$ cat src/rtl/cv_psg_if.sv
// Z80-side write port of the sound generator: write strobe, data byte, READY.
interface cv_psg_if;
  logic       we_n_i;
  logic [7:0] data_i;
  logic       ready_o;

  // CPU / address-decoder side
  modport master (output we_n_i, output data_i, input ready_o);
  // Sound generator side
  modport slave (input we_n_i, input data_i, output ready_o);
endinterface

$ cat src/rtl/cv_psg.sv
// SN76489AN-compatible sound generator: three 10-bit tone channels, one
// 15-bit LFSR noise channel, 4-bit attenuation per channel, 6-bit linear mix.
// All sound logic advances only on the 3.58 MHz clock enable.
module cv_psg (
  input  logic       clk_i,
  input  logic       reset_n_i,
  input  logic       clk_en_3m58_p_i,
  cv_psg_if.slave    bus,
  output logic [5:0] aud_o
);

  logic        ready;
  logic [4:0]  busy_cnt;
  logic [3:0]  presc;
  logic        tick16;
  logic [2:0]  index;
  logic [2:0]  noise_ctrl;
  logic [2:0]  tone_out;
  logic [6:0]  noise_cnt;
  logic [6:0]  noise_reload;
  logic        noise_tog;
  logic        noise_prev;
  logic        noise_src;
  logic        noise_fb;
  logic [14:0] lfsr;
  logic        wr_acc;
  logic        noise_wr;
  logic [2:0]  wr_idx;
  logic [3:0]  chan_bit;
  logic [3:0]  lvl [4];
  logic [5:0]  mix;

  assign bus.ready_o = ready;
  assign wr_acc      = ~bus.we_n_i & ready;
  // Latch bytes carry their own index; data bytes reuse the latched one
  assign wr_idx      = bus.data_i[7] ? bus.data_i[6:4] : index;
  assign noise_wr    = wr_acc & (wr_idx == 3'd6);
  assign tick16      = clk_en_3m58_p_i & (presc == 4'hF);
  assign chan_bit    = {lfsr[0], tone_out};

  // Write handshake: drop READY on acceptance, raise it on the 32nd enable after
  always_ff @(posedge clk_i or negedge reset_n_i) begin
    if (!reset_n_i) begin
      ready    <= 1'b1;
      busy_cnt <= '0;
    end else if (wr_acc) begin
      ready    <= 1'b0;
      busy_cnt <= '0;
    end else if (!ready && clk_en_3m58_p_i) begin
      busy_cnt <= busy_cnt + 5'd1;
      if (busy_cnt == 5'd31) ready <= 1'b1;
    end
  end

  // Latched register index and noise control
  always_ff @(posedge clk_i or negedge reset_n_i) begin
    if (!reset_n_i) begin
      index      <= '0;
      noise_ctrl <= '0;
    end else if (wr_acc) begin
      if (bus.data_i[7]) index <= bus.data_i[6:4];
      if (wr_idx == 3'd6) noise_ctrl <= bus.data_i[2:0];
    end
  end

  // Divide the enable by 16 to get the channel tick
  always_ff @(posedge clk_i or negedge reset_n_i) begin
    if (!reset_n_i) presc <= '0;
    else if (clk_en_3m58_p_i) presc <= presc + 4'd1;
  end

  genvar gi;
  for (gi = 0; gi < 3; gi++) begin : g_tone
    logic [9:0] period;
    logic [9:0] cnt;
    logic       out;

    // Tone period register: latch byte sets the low nibble, data byte the high six bits
    always_ff @(posedge clk_i or negedge reset_n_i) begin
      if (!reset_n_i) begin
        period <= '0;
      end else if (wr_acc && (wr_idx == 3'(2 * gi))) begin
        if (bus.data_i[7]) period[3:0] <= bus.data_i[3:0];
        else               period[9:4] <= bus.data_i[5:0];
      end
    end

    // Down-counter reloads only when it expires, so a new period lands at the next reload;
    // a period of 0 or 1 toggles on every tick
    always_ff @(posedge clk_i or negedge reset_n_i) begin
      if (!reset_n_i) begin
        cnt <= '0;
        out <= 1'b0;
      end else if (tick16) begin
        if (cnt <= 10'd1) begin
          cnt <= period;
          out <= ~out;
        end else begin
          cnt <= cnt - 10'd1;
        end
      end
    end

    assign tone_out[gi] = out;
  end

  for (gi = 0; gi < 4; gi++) begin : g_att
    logic [3:0] att;

    // Attenuation register for channel gi (odd register indices)
    always_ff @(posedge clk_i or negedge reset_n_i) begin
      if (!reset_n_i) att <= 4'hF;
      else if (wr_acc && (wr_idx == 3'(2 * gi + 1))) att <= bus.data_i[3:0];
    end

    assign lvl[gi] = chan_bit[gi] ? (4'hF - att) : 4'h0;
  end

  // Internal noise rate select; the NF=11 setting ignores this counter
  always_comb begin
    noise_reload = 7'd64;
    case (noise_ctrl[1:0])
      2'b00:   noise_reload = 7'd16;
      2'b01:   noise_reload = 7'd32;
      default: noise_reload = 7'd64;
    endcase
  end

  // Internal noise clock divider, same expire-and-reload rule as a tone channel
  always_ff @(posedge clk_i or negedge reset_n_i) begin
    if (!reset_n_i) begin
      noise_cnt <= '0;
      noise_tog <= 1'b0;
    end else if (tick16) begin
      if (noise_cnt <= 7'd1) begin
        noise_cnt <= noise_reload;
        noise_tog <= ~noise_tog;
      end else begin
        noise_cnt <= noise_cnt - 7'd1;
      end
    end
  end

  assign noise_src = (noise_ctrl[1:0] == 2'b11) ? tone_out[2] : noise_tog;
  assign noise_fb  = noise_ctrl[2] ? (lfsr[0] ^ lfsr[1]) : lfsr[0];

  // LFSR shifts on each rising noise clock; a noise register write reseeds and wins
  always_ff @(posedge clk_i or negedge reset_n_i) begin
    if (!reset_n_i) begin
      noise_prev <= 1'b0;
      lfsr       <= 15'h4000;
    end else begin
      noise_prev <= noise_src;
      if (noise_wr) lfsr <= 15'h4000;
      else if (noise_src && !noise_prev) lfsr <= {noise_fb, lfsr[14:1]};
    end
  end

  // Sum of the four channel levels (max 4 x 15 = 60)
  always_comb begin
    mix = '0;
    for (int i = 0; i < 4; i++) mix = mix + {2'b00, lvl[i]};
  end

  // Registered audio sample
  always_ff @(posedge clk_i or negedge reset_n_i) begin
    if (!reset_n_i) aud_o <= '0;
    else            aud_o <= mix;
  end

endmodule

$ cat src/flat_wrapper.sv
// flat-port wrapper written by rule: the top's interface ports become plain ports
module cv_psg_flat 
  (clk_i, reset_n_i, clk_en_3m58_p_i, aud_o, bus_we_n_i, bus_data_i, bus_ready_o);
  cv_psg_if bus_i ();
  input  logic clk_i;
  input  logic reset_n_i;
  input  logic clk_en_3m58_p_i;
  output logic [5:0] aud_o;
  input wire logic [$bits(bus_i.we_n_i)-1:0] bus_we_n_i;
  input wire logic [$bits(bus_i.data_i)-1:0] bus_data_i;
  output wire logic [$bits(bus_i.ready_o)-1:0] bus_ready_o;
  assign bus_i.we_n_i = bus_we_n_i;
  assign bus_i.data_i = bus_data_i;
  assign bus_ready_o = bus_i.ready_o;
  cv_psg u_core (.clk_i(clk_i), .reset_n_i(reset_n_i), .clk_en_3m58_p_i(clk_en_3m58_p_i), .bus(bus_i), .aud_o(aud_o));
endmodule
$ cat config.mk
export PLATFORM = sky130hd
export DESIGN_NAME = cv_psg_flat
export DESIGN_NICKNAME = d
export VERILOG_FILES = /design/src/rtl/cv_psg_if.sv /design/src/rtl/cv_psg.sv /design/src/flat_wrapper.sv
export SDC_FILE = /design/constraint.sdc
export NUM_CORES = 1
export LEC_CHECK = 0
export CORE_ASPECT_RATIO = 0.8
export CORE_MARGIN = 10
export CORE_UTILIZATION = 50
export DETAILED_ROUTE_END_ITERATION = 10
export PLACE_DENSITY_LB_ADDON = 0.12
export SYNTH_ARGS = -nofsm -noshare
export SYNTH_HDL_FRONTEND = slang
export SYNTH_SLANG_ARGS = --single-unit
$ cat constraint.sdc
create_clock -name clk_i -period 4.1 [get_ports clk_i]
set_clock_uncertainty 0.05 [all_clocks]
set_input_delay 0.615 -clock clk_i [delete_from_list [all_inputs] [get_ports clk_i]]
set_output_delay 0.615 -clock clk_i [all_outputs]
set_load 0.01 [all_outputs]
==> results of run 1 <==
-- critical path, cell delays in order (launching register included) --
cell	delay [ps]
dfrtp_1	430
nor2b_1	160
ha_1	210
fa_1	490
inv_1	60
fa_1	530
inv_1	40
ha_1	220
fa_1	410
a21o_1	170
a21o_1	160
-- layout make-up --
class / count / area [um2]
clock inverters: 13 / 140.1
well taps: 171 / 214.0
inverters: 25 / 93.84
clock buffers: 19 / 452.9
repair buffers: 24 / 235.2
fillers: 1038 / 5024
flip-flops and latches: 125 / 3151
multi-input cells: 379 / 2942
-- per-stage QoR --
step	hold slack (ps)	util [%]	setup slack, ps
after floorplan	269.4	-	1189
after detailed placement	416.1	54.16	1069
after global routing	353.9	59.00	936.1
after CTS	288.2	59.00	1062
final	276.2	59.00	1061
after global placement	406.3	54.16	1126
-- worst min path at each step --
stage	slack, ps	depth (start not counted)	endpoint	startpoint
floorplan	270	0	u_core.aud_o[0]	reset_n_i
global placement	410	1	u_core.noise_tog	u_core.noise_tog
detailed placement	420	1	u_core.noise_tog	u_core.noise_tog
CTS	290	1	u_core.g_tone[0].cnt[5]	reset_n_i
global route	350	1	u_core.g_tone[0].cnt[5]	reset_n_i
finish	280	1	u_core.g_tone[0].cnt[5]	reset_n_i
-- routing by layer --
| layer | part of all wire [%] | global-route usage, % |
|---|---|---|
| met1 | 50 | 21.18 |
| met5 | 0 | 0 |
| met4 | 2.0 | 7.503 |
| met2 | 44 | 23.83 |
| met3 | 3.4 | 3.690 |
-- cells in the mapped netlist, types with 4 or more instances --
cell type / instances
mux2_2: 26
nor3_1: 7
o211ai_1: 6
nand2b_1: 8
mux2_1: 26
nand3_1: 19
o21ai_1: 8
o31ai_1: 6
o41ai_1: 8
nor2_1: 31
o21ai_0: 20
xnor2_1: 9
nor2b_1: 15
buf_2: 5
xor2_1: 6
or3_1: 7
a22oi_1: 6
or4_1: 5
clkbuf_1: 12
a21o_1: 8
fa_1: 6
a21oi_1: 11
nor4_1: 7
mux2i_1: 22
dfrtp_1: 107
and3_1: 4
nand2_1: 28
inv_1: 25
buf_1: 4
ha_1: 19
dfstp_2: 18
-- flip-flops by register name, indices dropped and copies added, names as in the netlist --
register,cells
u_core.lfsr,15
u_core.g_tone.cnt,30
u_core.g_tone.out,3
u_core.noise_cnt,7
u_core.g_tone.period,30
u_core.aud_o,6
u_core.noise_ctrl,3
u_core.noise_tog,1
u_core.g_att.att,16
u_core.noise_prev,1
u_core.busy_cnt,5
u_core.index,3
u_core.presc,4
u_core.bus.ready_o,1
-- power groups by stage --
stage	Clock, mW	Combinational [mW]	Sequential, mW
after detailed placement	0	1.07	1.78
after floorplan	0	0.820	1.72
final	1.48	1.07	1.77
after global placement	0	1.03	1.77
after global routing	1.57	1.23	1.82
after CTS	1.51	1.08	1.77
-- cell families (layout without fill, tap and decap cells) --
| group | after synthesis | after routing | synth area share, % |
|---|---|---|---|
| compound gates | 104 | 104 | 11.66 |
| xor+xnor | 15 | 15 | 2.089 |
| fa+ha+maj | 25 | 25 | 5.689 |
| buf+inv | 48 | 81 | 3.143 |
| flops | 125 | 125 | 50.09 |
| mux | 75 | 75 | 13.05 |
| simple gates | 160 | 160 | 14.28 |
==> summary.txt, run 1 <==
STA
  – Min Tclk post-route: just over 3000 ps
  – Max frequency: around 330 MHz
  – RSZ-0062 raised after global routing: no
  – Slew headroom: 32.00%
  – Worst slew pin tran: 1020 ps
  – Final slew viol count: 0
  – Final worst path period share: 74.12%
  – Final Hold Fails: 0
  – Fin Setup TNS: 0 ps
  – Final setup viols: 0

Synth
  – Register area share after synthesis: approximately 50%
  – Synth Cell Area: 6290 um2
  – EDFF count, synth: 0
  – Syn Inst Count: 552
  – Yosys Warn Count: 0
  – Post-synthesis cell type count: 72
  – Area contributors post-synth: dfrtp_1 (43%), dfstp_2 (7.5%), mux2_1 (4.7%)
  – Top_reg_cell synth: dfrtp_1
  – Syn avg cell area: 11.39 um2
  – Net count after synthesis: 589
  – Async SR Flop Fraction: 100.0%
  – Synth top area share: 42.57%
  – Yosys reg bits: 125
  – Cell taking the most area after synthesis: dfrtp_1

Final layout
  – Final instance area: about 7200 um2
  – Final std cells w/o fill: around 760
  – Most frequent cells in the layout: dfrtp_1 (107), nor2_1 (31), nand2_1 (28)
  – Commonest non-fill, non-tap cell in the layout: dfrtp_1
  – Nets: just over 600
  – Layout cells sized above 1: 17.78%
  – Synthesis-to-finish area growth: 14.92%
  – Antenna fix cells: 0

Critical path
  – Flop2flop setup slack: 1060 ps
  – R2R Path End: u_core.aud_o[5]
  – Element type at the critical path end: register
  – Required time of the critical path: 4360 ps
  – CP Class: reg -> reg
  – Crit path launch type: register
  – CP endpoint: u_core.aud_o[5]
  – CP startpoint: u_core.g_tone[1].out
  – Worst R2R Path Depth: 10
  – Critical R2R Launch: u_core.g_tone[1].out
  – CP max FO: 5
  – Critical path arrival: 3300 ps

Drt
  – Pre-antenna DRT Iters: 4
  – Final antenna-violating net count: 0
  – Starting DRT DRC Count: 261
  – Via count: ~4300
  – WL/cell: 17.23 um
  – WL final: 13020 um
  – Post-route DRC: 0
  – Post-DR vias/cell: 5.632

Power and ir drop
  – Internal: 2.933 mW
  – Worst VDD drop: 368.5 uV
  – Sequential power share: approximately 41%
  – Pwr Density: 598.9 nW/um2
  – Comb pwr share: 24.8%
  – Total power: approximately 4.3 mW
  – Psw: 1.396 mW
  – Clock power share: 34.2%
  – Sw frac: about a third
  – P_leak: 3.207 nW

Die
  – Rows: 36
  – Die Area: 17490 um2
  – Ports: 19
  – Initial core utilization: 51.34%
  – Die H: 120.3 um
  – Die width: approximately 150 um
  – Core area: about 12000 um2

Clock tree
  – Hold_buf cts: 0
  – Clock Tree Buf Depth: 2
  – Clock net sink count: 125
  – Setup bufs post-CTS: 0
  – Clock-pin slew on the worst setup and hold paths: 60 ps
  – H-tree depth: 4
  – Worst skew pair latency: 420 ps
  – Cts bufs inserted: 17
  – Root Driver: clkbuf_16
  – CTS tree: yes
  – Cts repair resizes: 0

Placed design
  – Placed cell areas: 6635 um2
  – Port bufs: 18
  – RD Place Congestion: 0.8297
  – Post-DP HPWL: 8828 um
  – Dpl cells: 724

Global route
  – Largest net degree at the start of global routing: 69
  – First-pass GRT wire length: 22230 um
  – Vias in the first global route: 4310
  – Initial antenna violation count: 0
  – All-Layer GR Usage: 15.79%
  – Total gr overflow: 0

Status
  – Outcome: completed

Run
  – Max_cap viols: 0

Min path
  – Worst hold path class: in -> async
No activity file was read; power rests on OpenSTA's default activity.
==> run 2, diff against run 1 <==
- clock period: 4.1 -> 2.8 ns (I/O delays scaled with it)
==> run 2 against run 1 <==
Maximum frequency is 8.6% higher. Combinational power is 48% higher. Die area unchanged. Sequential share of layout area shrank 0.43 points. Global-route usage shrank 0.56 points. Sequential power up 47%. Total power rose by 44%. Via count grew 2.1%. Setup slack got worse by 1100 ps. Critical path type unchanged. Wire length fell by 1.7%. Worst hold slack improved by 100 ps. Cell count rose by 1.6%.
==> summary.txt, run 2 (same netlist as run 1, synthesis figures left out) <==
STA
  – Final slew viol count: 0 (unchanged)
  – Worst slew pin tran: 628.1 ps (-391.9 ps)
  – Min Tclk post-route: 2797 ps (-241.7 ps)
  – Slew headroom: 57.74% (+26 points)
  – Fin Setup TNS: 0 ps (unchanged)
  – Final Hold Fails: 0 (unchanged)
  – RSZ-0062 raised after global routing: yes
  – Final WS setup: 2.594 ps (-1058 ps)
  – Final worst path period share: 99.91% (+26 points)
  – Final setup viols: 0 (unchanged)
  – Max frequency: 357.5 MHz (+8.6%)

Critical path
  – Element type at the critical path end: register
  – Critical path arrival: 3050 ps (-250 ps)
  – Worst R2R Path Depth: 10 (unchanged)
  – CP startpoint: u_core.g_att[1].att[0]
  – Critical R2R Launch: u_core.g_att[1].att[0]
  – CP Class: reg -> reg
  – Crit path launch type: register
  – R2R Path End: u_core.aud_o[5]
  – CP endpoint: u_core.aud_o[5]
  – Required time of the critical path: 3050 ps (-1310 ps)
  – CP max FO: 2 (-3)
  – Flop2flop setup slack: 3 ps (-1060 ps)

Die
  – Ports: 19 (unchanged)
  – Die width: 145.4 um (unchanged)
  – Rows: 36 (unchanged)
  – Die Area: 17490 um2 (unchanged)
  – Initial core utilization: 51.34% (unchanged)
  – Die H: 120.3 um (unchanged)
  – Core area: 12250 um2 (unchanged)

Final layout
  – # fillers: 1010 (-2.7%)
  – Layout cells sized above 1: 19.93% (+2.2 points)
  – Synthesis-to-finish area growth: 16.05%
  – Antenna fix cells: 0 (unchanged)
  – Most frequent cells in the layout: dfrtp_1 (107), nor2_1 (31), nand2_1 (28)
  – Biggest regs: u_core.g_tone.cnt (30), u_core.g_tone.period (30), u_core.g_att.att (16)
  – Commonest non-fill, non-tap cell in the layout: dfrtp_1
  – Nets: 621 (+2.0%)

Global route
  – Total gr overflow: 0 (unchanged)
  – Initial antenna violation count: 0 (unchanged)
  – Vias in the first global route: 4297 (-0.30%)
  – First-pass GRT wire length: 21760 um (-2.1%)
  – Largest net degree at the start of global routing: 50 (-28%)
  – All-Layer GR Usage: 15.24% (-0.56 points)

Placed design
  – Place WS: -41.41 ps (-1110 ps)
  – RD Place Congestion: 0.8300 (about the same)
  – Post-DP HPWL: 8835 um (about the same)
  – Port bufs: 18 (unchanged)

Drt
  – Starting DRT DRC Count: 300 (+15%)
  – WL final: 12800 um (-1.7%)
  – WL/cell: 16.66 um (-3.3%)
  – Final antenna-violating net count: 0 (unchanged)
  – Via count: 4346 (+2.1%)
  – Post-route DRC: 0 (unchanged)
  – Post-DR vias/cell: 5.659 (+0.47%)
  – Pre-antenna DRT Iters: 4 (unchanged)

Clock tree
  – Clock Tree Buf Depth: 2 (unchanged)
  – Root Driver: clkbuf_16
  – Clock-pin slew on the worst setup and hold paths: 60 ps (about the same)
  – CTS tree: yes
  – Clock net sink count: 125 (unchanged)
  – H-tree depth: 4 (unchanged)
  – Worst skew pair latency: 420 ps (about the same)
  – Cts bufs inserted: 17 (unchanged)

Power and ir drop
  – P_leak: 3.258 nW (+1.6%)
  – Worst VDD drop: 525.6 uV (+43%)
  – Pwr Density: 852.5 nW/um2 (+42%)

Status
  – Outcome: completed

Run
  – Max_cap viols: 0 (unchanged)

Min path
  – Worst hold path class: in -> async
run 2: cell count changes in the layout (fill, tap and decap cells not counted), moves of 3 or more:
| cell | delta |
|---|---|
| buf_4 | +11 |
| nor2b_2 | +3 |
| clkinvlp_4 | -3 |
| nor2b_1 | -3 |
| clkbuf_1 | +4 |
| clkinv_2 | +3 |
run 2: through the flow:
stage | cell area [um2] | hold slack (ps) | total power [mW] | instances | util, %
after floorplan | 6297 | 74.41 | 3.727 | 552 | -
after global placement | 6718 | 270.1 | 4.118 | 734 | 54.83
after detailed placement | 6718 | 271.4 | 4.183 | 734 | 54.83
after CTS | 7284 | 378.0 | 6.255 | 768 | 59.46
after global routing | 7300 | 407.5 | 6.636 | 768 | 59.58
final | 7300 | 379.3 | 6.222 | 768 | 59.58
run 2: layout make-up:
class | count | area [um2] | share of cell area (%)
clock buffer | 24 | 481.7 | 6.599
tap | 171 | 214.0 | 2.931
inverter | 25 | 93.84 | 1.286
clock inverter | 8 | 67.56 | 0.9256
timing repair buffer | 36 | 327.8 | 4.491
multi-input combinational | 379 | 2964 | 40.61
sequential | 125 | 3151 | 43.16
run 2: metal layers:
layer	track usage (%)	routed length, um	vias up	share of wire, %
met5	0	0	-	0
met4	5.170	85	0	0.66
met3	4.920	554	6	4.3
met2	22.08	5707	80	45
met1	21.08	6450	2190	50
li1	-	-	2070	-
run 2: worst min-delay path by stage:
stage | to | startpoint
floorplan | u_core.aud_o[0] | reset_n_i
global placement | u_core.g_tone[2].cnt[0] | reset_n_i
detailed placement | u_core.g_tone[2].cnt[0] | reset_n_i
finish | u_core.g_tone[2].period[1] | reset_n_i
CTS | u_core.g_tone[2].period[0] | reset_n_i
global route | u_core.g_tone[2].period[0] | reset_n_i
run 2: where the power goes:
| part | leakage, nW | internal [mW] | switching [mW] |
|---|---|---|---|
| sequential | 1.51 | 2.22 | 0.380 |
| clock | 0.274 | 1.28 | 0.765 |
| combinational | 1.47 | 0.737 | 0.840 |
run 2: what timing repair did:
action	4_1_cts	5_1_grt
hold endpoints to repair	16	0
endpoints found under the setup margin	3	3
setup buffers	1	0
hold buffers	1	0
pin swaps	4	0
resized for setup	0	5
run 2: critical path, stage by stage (launching register included):
cell and delay [ps]:
dfstp_2 520, nor2b_1 50, ha_2 190, fa_1 500, inv_1 50, fa_1 470, inv_1 40, ha_2 180
fa_2 340, a21o_1 160, a21o_1 150
